### src/rtl/rect_stream_tx_pkg.sv
// Shared sizes, slot field offsets and FSM encoding for the rectangle stream transmitter.
package rect_stream_tx_pkg;

    localparam int unsigned RECT_NUMMAX       = 16;
    localparam int unsigned RECT_NUMMAX_WIDTH = 4;
    localparam int unsigned SLOT_W            = 32;

    localparam int unsigned X1_OFF = 24;
    localparam int unsigned Y1_OFF = 16;
    localparam int unsigned X2_OFF = 8;
    localparam int unsigned Y2_OFF = 0;

    typedef enum logic [1:0] {
        StIdle,
        StScan,
        StSend,
        StDone
    } tx_state_e;

    function automatic logic [7:0] slot_field(input logic [SLOT_W-1:0] slot,
                                              input int unsigned off);
        return slot[off +: 8];
    endfunction

endpackage

### src/rtl/rect_list_buf.sv
// Working and shadow storage for a captured rectangle list, with capture/promote control
// and the overrun flag raised when a pending shadow list is replaced.
module rect_list_buf
    import rect_stream_tx_pkg::*;
#(
    parameter int unsigned RECT_NUM = RECT_NUMMAX
) (
    input  logic                       sys_clk,
    input  logic                       sys_rst_n,
    input  logic                       i_finish,
    input  logic [RECT_NUM*SLOT_W-1:0] i_item,
    input  logic                       i_idle,
    output logic                       o_load,
    output logic [RECT_NUM*SLOT_W-1:0] o_data,
    output logic [RECT_NUM-1:0]        o_mask,
    output logic                       o_overrun
);

    logic [RECT_NUM*SLOT_W-1:0] r_data;
    logic [RECT_NUM-1:0]        r_mask;
    logic [RECT_NUM*SLOT_W-1:0] r_shadow_data;
    logic [RECT_NUM-1:0]        r_shadow_mask;
    logic                       r_shadow_full;
    logic                       r_overrun;

    logic [RECT_NUM-1:0] w_mask;
    logic                w_promote;
    logic                w_capture;
    logic                w_shadow_wr;

    // Slot 0 is never a real rectangle, so its valid bit is forced low.
    always_comb begin
        w_mask = '0;
        for (int k = 1; k < RECT_NUM; k++) begin
            w_mask[k] = |i_item[k*SLOT_W +: SLOT_W];
        end
    end

    assign w_promote   = i_idle & r_shadow_full;
    assign w_capture   = i_idle & ~r_shadow_full & i_finish;
    assign w_shadow_wr = i_finish & ~w_capture;

    always_ff @(posedge sys_clk or negedge sys_rst_n) begin
        if (!sys_rst_n) begin
            r_data <= '0;
            r_mask <= '0;
        end else if (w_promote) begin
            r_data <= r_shadow_data;
            r_mask <= r_shadow_mask;
        end else if (w_capture) begin
            r_data <= i_item;
            r_mask <= w_mask;
        end
    end

    // A promote in the same cycle as a new list consumes the old shadow, so nothing is lost.
    always_ff @(posedge sys_clk or negedge sys_rst_n) begin
        if (!sys_rst_n) begin
            r_shadow_data <= '0;
            r_shadow_mask <= '0;
            r_shadow_full <= 1'b0;
            r_overrun     <= 1'b0;
        end else begin
            r_overrun <= w_shadow_wr & r_shadow_full & ~w_promote;
            if (w_shadow_wr) begin
                r_shadow_data <= i_item;
                r_shadow_mask <= w_mask;
                r_shadow_full <= 1'b1;
            end else if (w_promote) begin
                r_shadow_full <= 1'b0;
            end
        end
    end

    assign o_load    = w_promote | w_capture;
    assign o_data    = r_data;
    assign o_mask    = r_mask;
    assign o_overrun = r_overrun;

endmodule

### src/rtl/rect_stream_tx.sv
// Serialises a packed rectangle list into one valid/ready beat per non-empty slot,
// with end-of-list done/count reporting.
module rect_stream_tx
    import rect_stream_tx_pkg::*;
#(
    parameter int unsigned RECT_NUM = RECT_NUMMAX,
    parameter int unsigned R_W      = RECT_NUMMAX_WIDTH
) (
    input  logic                       sys_clk,
    input  logic                       sys_rst_n,
    input  logic                       i_finish,
    input  logic [RECT_NUM*SLOT_W-1:0] i_item,
    output logic                       o_valid,
    input  logic                       i_ready,
    output logic [7:0]                 o_x1,
    output logic [7:0]                 o_y1,
    output logic [7:0]                 o_x2,
    output logic [7:0]                 o_y2,
    output logic [R_W-1:0]             o_index,
    output logic                       o_last,
    output logic                       o_done,
    output logic [R_W:0]               o_count,
    output logic                       o_busy,
    output logic                       o_overrun
);

    localparam logic [R_W-1:0] LAST_IDX = R_W'(RECT_NUM - 1);
    localparam logic [R_W-1:0] ONE_IDX  = R_W'(1);
    localparam logic [R_W:0]   ONE_CNT  = (R_W + 1)'(1);

    tx_state_e r_state;
    tx_state_e w_state_next;

    logic [R_W-1:0] r_idx;
    logic [R_W:0]   r_cnt;
    logic           r_valid;
    logic [7:0]     r_x1;
    logic [7:0]     r_y1;
    logic [7:0]     r_x2;
    logic [7:0]     r_y2;
    logic [R_W-1:0] r_index;
    logic           r_last;

    logic                       w_load;
    logic [RECT_NUM*SLOT_W-1:0] w_data;
    logic [RECT_NUM-1:0]        w_mask;
    logic [SLOT_W-1:0]          w_slot;
    logic                       w_hit;
    logic                       w_rest_empty;
    logic                       w_handshake;
    logic                       w_idle;

    rect_list_buf #(
        .RECT_NUM (RECT_NUM)
    ) u_buf (
        .sys_clk   (sys_clk),
        .sys_rst_n (sys_rst_n),
        .i_finish  (i_finish),
        .i_item    (i_item),
        .i_idle    (w_idle),
        .o_load    (w_load),
        .o_data    (w_data),
        .o_mask    (w_mask),
        .o_overrun (o_overrun)
    );

    assign w_idle      = (r_state == StIdle);
    assign w_slot      = w_data[r_idx*SLOT_W +: SLOT_W];
    assign w_hit       = w_mask[r_idx];
    assign w_handshake = (r_state == StSend) & r_valid & i_ready;

    // Current slot is the last one when no higher slot holds a rectangle.
    always_comb begin
        w_rest_empty = 1'b1;
        for (int k = 0; k < RECT_NUM; k++) begin
            if ((k > int'(r_idx)) && w_mask[k]) begin
                w_rest_empty = 1'b0;
            end
        end
    end

    always_ff @(posedge sys_clk or negedge sys_rst_n) begin
        if (!sys_rst_n) begin
            r_state <= StIdle;
        end else begin
            r_state <= w_state_next;
        end
    end

    always_comb begin
        w_state_next = r_state;
        unique case (r_state)
            StIdle: begin
                if (w_load) begin
                    w_state_next = StScan;
                end
            end
            StScan: begin
                if (w_hit) begin
                    w_state_next = StSend;
                end else if (r_idx == LAST_IDX) begin
                    w_state_next = StDone;
                end
            end
            StSend: begin
                if (w_handshake) begin
                    w_state_next = r_last ? StDone : StScan;
                end
            end
            StDone: begin
                w_state_next = StIdle;
            end
            default: begin
                w_state_next = StIdle;
            end
        endcase
    end

    always_comb begin
        o_busy  = (r_state != StIdle);
        o_done  = (r_state == StDone);
        o_count = o_done ? r_cnt : '0;
    end

    always_ff @(posedge sys_clk or negedge sys_rst_n) begin
        if (!sys_rst_n) begin
            r_idx <= ONE_IDX;
            r_cnt <= '0;
        end else if (w_idle && w_load) begin
            r_idx <= ONE_IDX;
            r_cnt <= '0;
        end else if ((r_state == StScan) && !w_hit && (r_idx != LAST_IDX)) begin
            r_idx <= r_idx + ONE_IDX;
        end else if (w_handshake) begin
            r_cnt <= r_cnt + ONE_CNT;
            if (!r_last) begin
                r_idx <= r_idx + ONE_IDX;
            end
        end
    end

    always_ff @(posedge sys_clk or negedge sys_rst_n) begin
        if (!sys_rst_n) begin
            r_valid <= 1'b0;
            r_x1    <= '0;
            r_y1    <= '0;
            r_x2    <= '0;
            r_y2    <= '0;
            r_index <= '0;
            r_last  <= 1'b0;
        end else if ((r_state == StScan) && w_hit) begin
            r_valid <= 1'b1;
            r_x1    <= slot_field(w_slot, X1_OFF);
            r_y1    <= slot_field(w_slot, Y1_OFF);
            r_x2    <= slot_field(w_slot, X2_OFF);
            r_y2    <= slot_field(w_slot, Y2_OFF);
            r_index <= r_idx;
            r_last  <= w_rest_empty;
        end else if (w_handshake) begin
            r_valid <= 1'b0;
        end
    end

    assign o_valid = r_valid;
    assign o_x1    = r_x1;
    assign o_y1    = r_y1;
    assign o_x2    = r_x2;
    assign o_y2    = r_y2;
    assign o_index = r_index;
    assign o_last  = r_last;

endmodule

### config.mk
export PLATFORM = sky130hd
export DESIGN_NAME = rect_stream_tx
export DESIGN_NICKNAME = d
export VERILOG_FILES = /design/src/rtl/rect_stream_tx_pkg.sv /design/src/rtl/rect_list_buf.sv /design/src/rtl/rect_stream_tx.sv
export SDC_FILE = /design/constraint.sdc
export NUM_CORES = 2
export LEC_CHECK = 0
export BUFFER_PORTS_ARGS = -buffer_cell sky130_fd_sc_hd__buf_2
export CORE_ASPECT_RATIO = 1.1
export CORE_MARGIN = 1.5
export CORE_UTILIZATION = 56
export DETAILED_ROUTE_END_ITERATION = 10
export PLACE_DENSITY_LB_ADDON = 0.25
export SLEW_MARGIN = 20
export SYNTH_ARGS = -nofsm -noshare
export SYNTH_HDL_FRONTEND = slang
export SYNTH_HIERARCHICAL = 1
export SYNTH_SLANG_ARGS = --single-unit
export TNS_END_PERCENT = 10
### constraint.sdc
create_clock -name sys_clk -period 7.63 [get_ports sys_clk]
set_clock_uncertainty 0.2 [all_clocks]
set_input_delay 0.3815 -clock sys_clk [delete_from_list [all_inputs] [get_ports sys_clk]]
set_output_delay 0.3815 -clock sys_clk [all_outputs]
set_load 0.02 [all_outputs]
**After elaboration in Yosys (flattened, before gate mapping)**

Cells that the tools add are included.

- Input port bits: 516
- Bits in registers: 1106
- Output and inout bits: 46

- Eq/ne operators: 10
- $add $sub $neg: 2
- Order comparisons: 16
- Muxes and demuxes: 39
- Reductions and logical operators: 45
- Shift-type cells: 1
- Bitwise logic cells: 12

Operators by type and width:

| operator | number |
|---|---|
| $mux 512 | 2 |
| $shiftx 512x10->32 | 1 |
| $reduce_or 32->1 | 15 |
| $gt 4x4->1 const A | 8 |
| $mux 16 | 2 |
| $mux 1 | 20 |
| $mux 5 | 4 |
| $logic_and 1x1->1 | 19 |
| $gt 3x4->1 const A | 4 |
| $mux 4 | 4 |
| $mux 2 | 5 |
| $reduce_bool 2->1 | 5 |
| $and 1x1->1 | 8 |
| $gt 2x4->1 const A | 2 |
| $pmux 2 s4 | 1 |
| $ne 2x2->1 const B | 3 |
| $add 5x1->5 const B | 1 |
| $lt 4x5->1 const B | 1 |
| $add 4x1->4 const B | 1 |
| $bmux 1 s4 | 1 |
| $eq 2x2->1 const B | 2 |
| $eq 4x4->1 const B | 1 |
| $gt 1x4->1 const A | 1 |
| $ne 4x4->1 const B | 1 |
| other kinds (10) | 13 |

**Depth between registers and ports, before layout**

- Word-level depth: 17
- Mapped depth: 10
- Gate-level depth less buffers: 7

**Modules after synthesis**

The synthesis kept the hierarchy.

Modules (own cells, without submodules):

| module | cells an instance | area each (µm²) | sequential area each (µm²) | instances |
|---|---|---|---|---|
| rect_list_buf | 3704 | 46198.1 | 26425.3 | 1 |
| rect_stream_tx | 402 | 6658.9 | 1227.4 | 1 |

**Worst setup path before layout**

No wires, ideal clock.

- Path kind: reg2reg
- From: register r_idx[1]
- To: register r_x1[0] (netlist: o_x1[0])
- Buffers on the path: 3
- Slack: 5.085 ns
- Data arrival time: 2.220 ns
- Stages on the path, launching flop included: 7
- Library setup time: 0.125 ns
- Cells stage by stage: dfrtp_1 buf_2 buf_2 buf_1 mux4_2 mux4_2 mux2_4

- Word-level cells in the longest chain between the ends: 3
- Elaborated cells between the ends (all ways): 4
- Those cells by class: 1 x shift; 2 x mux; 1 x reduce/logical

RTL lines:

| item | RTL line | RTL |
|---|---|---|
| start: declaration | rect_stream_tx.sv:34 | `logic [R_W-1:0] r_idx;` |
| start signal: assignment | rect_stream_tx.sv:133 | `r_idx <= r_idx + ONE_IDX;` |
| start signal: assignment | rect_stream_tx.sv:137 | `r_idx <= r_idx + ONE_IDX;` |
| parallel branches: the longest is 3 deep, another holds $shiftx 512x10->32 | -- |  |
| end signal: assignment | rect_stream_tx.sv:153 | `r_x1 <= slot_field(w_slot, X1_OFF);` |
| end: declaration | rect_stream_tx.sv:37 | `logic [7:0] r_x1;` |

Several ways; the timed one is not identified. The select of a mux whose other input is x is not followed.
A chain may end at the register's enable or synchronous reset.

**Final worst setup path**

- From: register r_idx[1]
- To: register r_x2[0] (netlist: o_x2[0])

- Word-level cells in the longest chain between the ends: 3
- Elaborated cells between the ends (all ways): 4
- Those cells by class: 1 x shift; 2 x mux; 1 x reduce/logical

RTL lines:

| item | RTL line | RTL |
|---|---|---|
| parallel branches: the longest is 3 deep, another holds $shiftx 512x10->32 | -- |  |
| end signal: assignment | rect_stream_tx.sv:155 | `r_x2 <= slot_field(w_slot, X2_OFF);` |
| end: declaration | rect_stream_tx.sv:39 | `logic [7:0] r_x2;` |

Several ways; the timed one is not identified. The select of a mux whose other input is x is not followed.

==> flow_metrics.env <==
export IMPL_crit_type="reg -> reg"
export IMPL_finalPower_w=0.0297
export IMPL_synth_edff_count=0
export IMPL_ys_seq_elements=1105
export IMPL_finalHoldViolCount=0
export IMPL_netlist_area_leader_share_pct=52.3
export IMPL_cts_buffers=112
export IMPL_worstReg2RegStart="r_idx[1]"
export IMPL_fin_cells=6317
export IMPL_drc=0
export IMPL_ys_seq_area_share_pct=52.3
export IMPL_synth_warnings=6
export IMPL_yosysTopAreaCell="dfrtp_1"
export IMPL_p_leak_nw=27.4
export IMPL_cp_max_fo=76
export IMPL_hold_worst_slack_ns=0.113
export IMPL_gp_congestion=0.944
export IMPL_rows=118
export IMPL_r2r_end="o_x2[0]"
export IMPL_die_width_um=296
export IMPL_worst_pin_slew_ns=1.21
export IMPL_rr_worst_depth=4
export IMPL_powerDensity_mw_per_mm2=459
export IMPL_met1_usage_pct=55.1
export IMPL_arrival_ns=4.17
export IMPL_core_mm2=0.0939
export IMPL_post_route_min_period_ns=3.77
export IMPL_syn_cell_area_mm2=0.0529
export IMPL_antenna_found_initial=39
export IMPL_clk_latency_ns=0.71
export IMPL_ant_nets=0
export IMPL_ios=562
export IMPL_use_met2_pct=58.9
export IMPL_rsz0062_at_grt="false"
export IMPL_cp_slowest_cell="dfrtp_4"
export IMPL_track_usage_pct=41.7
export IMPL_maxSlewViolCount=0
export IMPL_hpwl_um=126000
export IMPL_r2r_setup_slack_ns=3.86
export IMPL_ys_types=50
export IMPL_async_flop_share_pct=100
export IMPL_fill_cells=6279
export IMPL_grt_max_degree=202
export IMPL_area_delta_synth_final_pct=22.5
export IMPL_vias=45200
export IMPL_cts_buffer_depth=3
export IMPL_start_kind="flop"
export IMPL_top_usage_layer="met2"
export IMPL_cts_tree="built"
export IMPL_required_ns=8.03
export IMPL_grt_pass1_wl_um=298000
export IMPL_fmax_mhz=265
export IMPL_post_drt_via_cell_ratio=7.16
export IMPL_fin_tns_setup_ns=0
export IMPL_dpl_cell_count=5571
export IMPL_root_buffer="clkbuf_16"
export IMPL_synth_most_common_cell="dfrtp_1"
export IMPL_initial_core_util_pct=56.3
export IMPL_finalCritPeriodShare_pct=49.4
export IMPL_wl_per_cell_um=32.3
export IMPL_drt_initial_drc_count=6367
export IMPL_crit_buf_inv=1
export IMPL_wirelength_um=204000
export IMPL_crit_family="multiplexers"
export IMPL_hold_path_class="in -> async"
export IMPL_met3_usage_pct=13.7
export IMPL_max_slew_margin_rel_pct=19.4
export IMPL_cap_violations=0
export IMPL_firstDrtPassIters=7
export IMPL_postSynthAreaPerCell_um2=12.9
export IMPL_yosys_most_used_dff="dfrtp_1"
export IMPL_ir_drop_mv=0.455
export IMPL_cts_htree_levels=3
export IMPL_cts_sinks=1105
export IMPL_cts_resized=0
export IMPL_fin_nets=5460
export IMPL_grt_ovfl_total=0
export IMPL_grt_pass1_vias=44900
export IMPL_status="completed"
export IMPL_slowest_delay_ns=1.13
export IMPL_end_kind="flop"
export IMPL_layout_drive_gt1_share_pct=28.6
export IMPL_yosys_top_cells_count="dfrtp_1 (1,104), o22ai_1 (1,025), a21oi_1 (530)"
export IMPL_syn_inst=4106
export IMPL_cp_cell_sequence="buf_4, mux4_1, mux4_2, mux2_4"
export IMPL_die_area_mm2=0.0962
export IMPL_synth_nets=4626
export IMPL_die_h_um=325
export IMPL_clkTransAtPathRegs_ns=0.06
export IMPL_synth_area_leaders="dfrtp_1 (52%), mux2_4 (14%), o22ai_1 (12%)"
export IMPL_finalSetupViolations=0
export IMPL_port_buffers=561
[logic make-up after synthesis]
family | synth area share [%]
AOI/OAI and AO/OA | 17.7
xor gates and xnor gates | 0.0663
adders and majority gates | 0.114
buffers and inverters | 4.31
DFF | 52.3
muxes | 22.7
other | 0.00709
and+or+nand+nor | 2.78
[worst reg2reg max path, delay by kind of cell, from the launching register on]
kind / cells / cell delay (ns)
buf+inv: 1 / 0.88
flops: 1 / 1.13
mux: 3 / 1.45
[what timing repair did]
action	in CTS	in global routing
hold buffers	514	0
endpoints found under the hold margin	1135	0
buffers inserted	0	0
[registers in the layout, summed over array words and instances, names as in the netlist]
name	cells
r_state	2
u_buf/o_overrun	1
o_y1	8
o_index	4
u_buf/r_shadow_mask	15
r_idx	4
o_x1	8
u_buf/r_shadow_data	512
r_cnt	5
u_buf/r_shadow_full	1
u_buf/o_data	512
u_buf/o_mask	15
o_x2	8
o_y2	8
o_last	1
o_valid	1
[power breakdown]
| part | leakage (nW) | switching, W | total [W] | internal (W) |
|---|---|---|---|---|
| Combinational | 12.9 | 0.00643 | 0.0122 | 0.00575 |
| Clock | 1.92 | 0.00243 | 0.00584 | 0.00341 |
| Sequential | 12.6 | 0.00317 | 0.0117 | 0.00855 |
| Total | 27.4 | 0.0120 | 0.0297 | 0.0177 |
[how the worst max path moves through the flow]
stage | slack [ns] | endpoint | cells after the start | start
CTS | 3.95 | o_x2[0] | 4 | r_idx[1]
global route | 3.86 | o_y1[1] | 7 | r_idx[0]
global placement | 4.04 | o_x2[0] | 4 | r_idx[1]
floorplan | 5.08 | o_x1[0] | 6 | r_idx[1]
finish | 3.86 | o_x2[0] | 4 | r_idx[1]
detailed placement | 3.99 | o_x2[0] | 4 | r_idx[1]
[cells in the final DEF, fill, tap and decap left out, types with 3 or more instances in the layout]
cell | synthesis | final
dfrtp_1 | 1104 | 1101
o22ai_1 | 1025 | 1025
buf_2 | 157 | 559
a21oi_1 | 530 | 530
dlygate4sd3_1 | 0 | 514
mux2_4 | 489 | 489
nor4_1 | 122 | 122
clkbuf_16 | 0 | 114
mux4_2 | 91 | 91
mux4_1 | 69 | 69
mux2_2 | 56 | 56
o21ai_0 | 35 | 35
nand4_1 | 33 | 33
nand2_1 | 32 | 30
nor2_1 | 31 | 30
clkbuf_8 | 0 | 28
diode_2 | 0 | 27
buf_4 | 5 | 24
clkinv_2 | 0 | 22
clkbuf_1 | 142 | 19
or3_1 | 16 | 16
buf_12 | 3 | 16
bufinv_16 | 0 | 12
mux2i_1 | 11 | 11
and3_1 | 7 | 7
o31ai_1 | 7 | 7
inv_1 | 5 | 5
mux2_1 | 4 | 4
nor2b_1 | 4 | 4
ha_1 | 4 | 4
nor3_1 | 4 | 3
xor2_1 | 3 | 3
clkinvlp_4 | 0 | 3
[metal layers]
layer / wire (um) / vias up / share of wire, %
li1: - / 18100 / -
met1: 73400 / 22800 / 36
met2: 87700 / 3545 / 43
met3: 26800 / 807 / 13
met4: 15900 / 8 / 7.8
met5: 42 / - / 0.021
[per-stage QoR]
| step | worst slack, ns | area, um^2 | util (%) |
|---|---|---|---|
| after floorplan | 5.08 | 52900 | - |
| after global placement | 4.04 | 55600 | 59.2 |
| after detailed placement | 3.99 | 55600 | 59.2 |
| after CTS | 3.95 | 64600 | 68.8 |
| after global routing | 3.86 | 64700 | 68.9 |
| final | 3.86 | 64700 | 68.9 |
[final cells by class]
type	count	area, um^2	area share, %
clock inverter	43	582	0.899
sequential	1105	27700	42.7
timing repair buffer	1118	8520	13.2
antenna	27	67.6	0.104
inverter	7	33.8	0.0522
multi-input combinational	2596	23000	35.5
clock buffer	161	3310	5.11
tap	1260	1580	2.44
No activity file was read; power rests on OpenSTA's default activity.
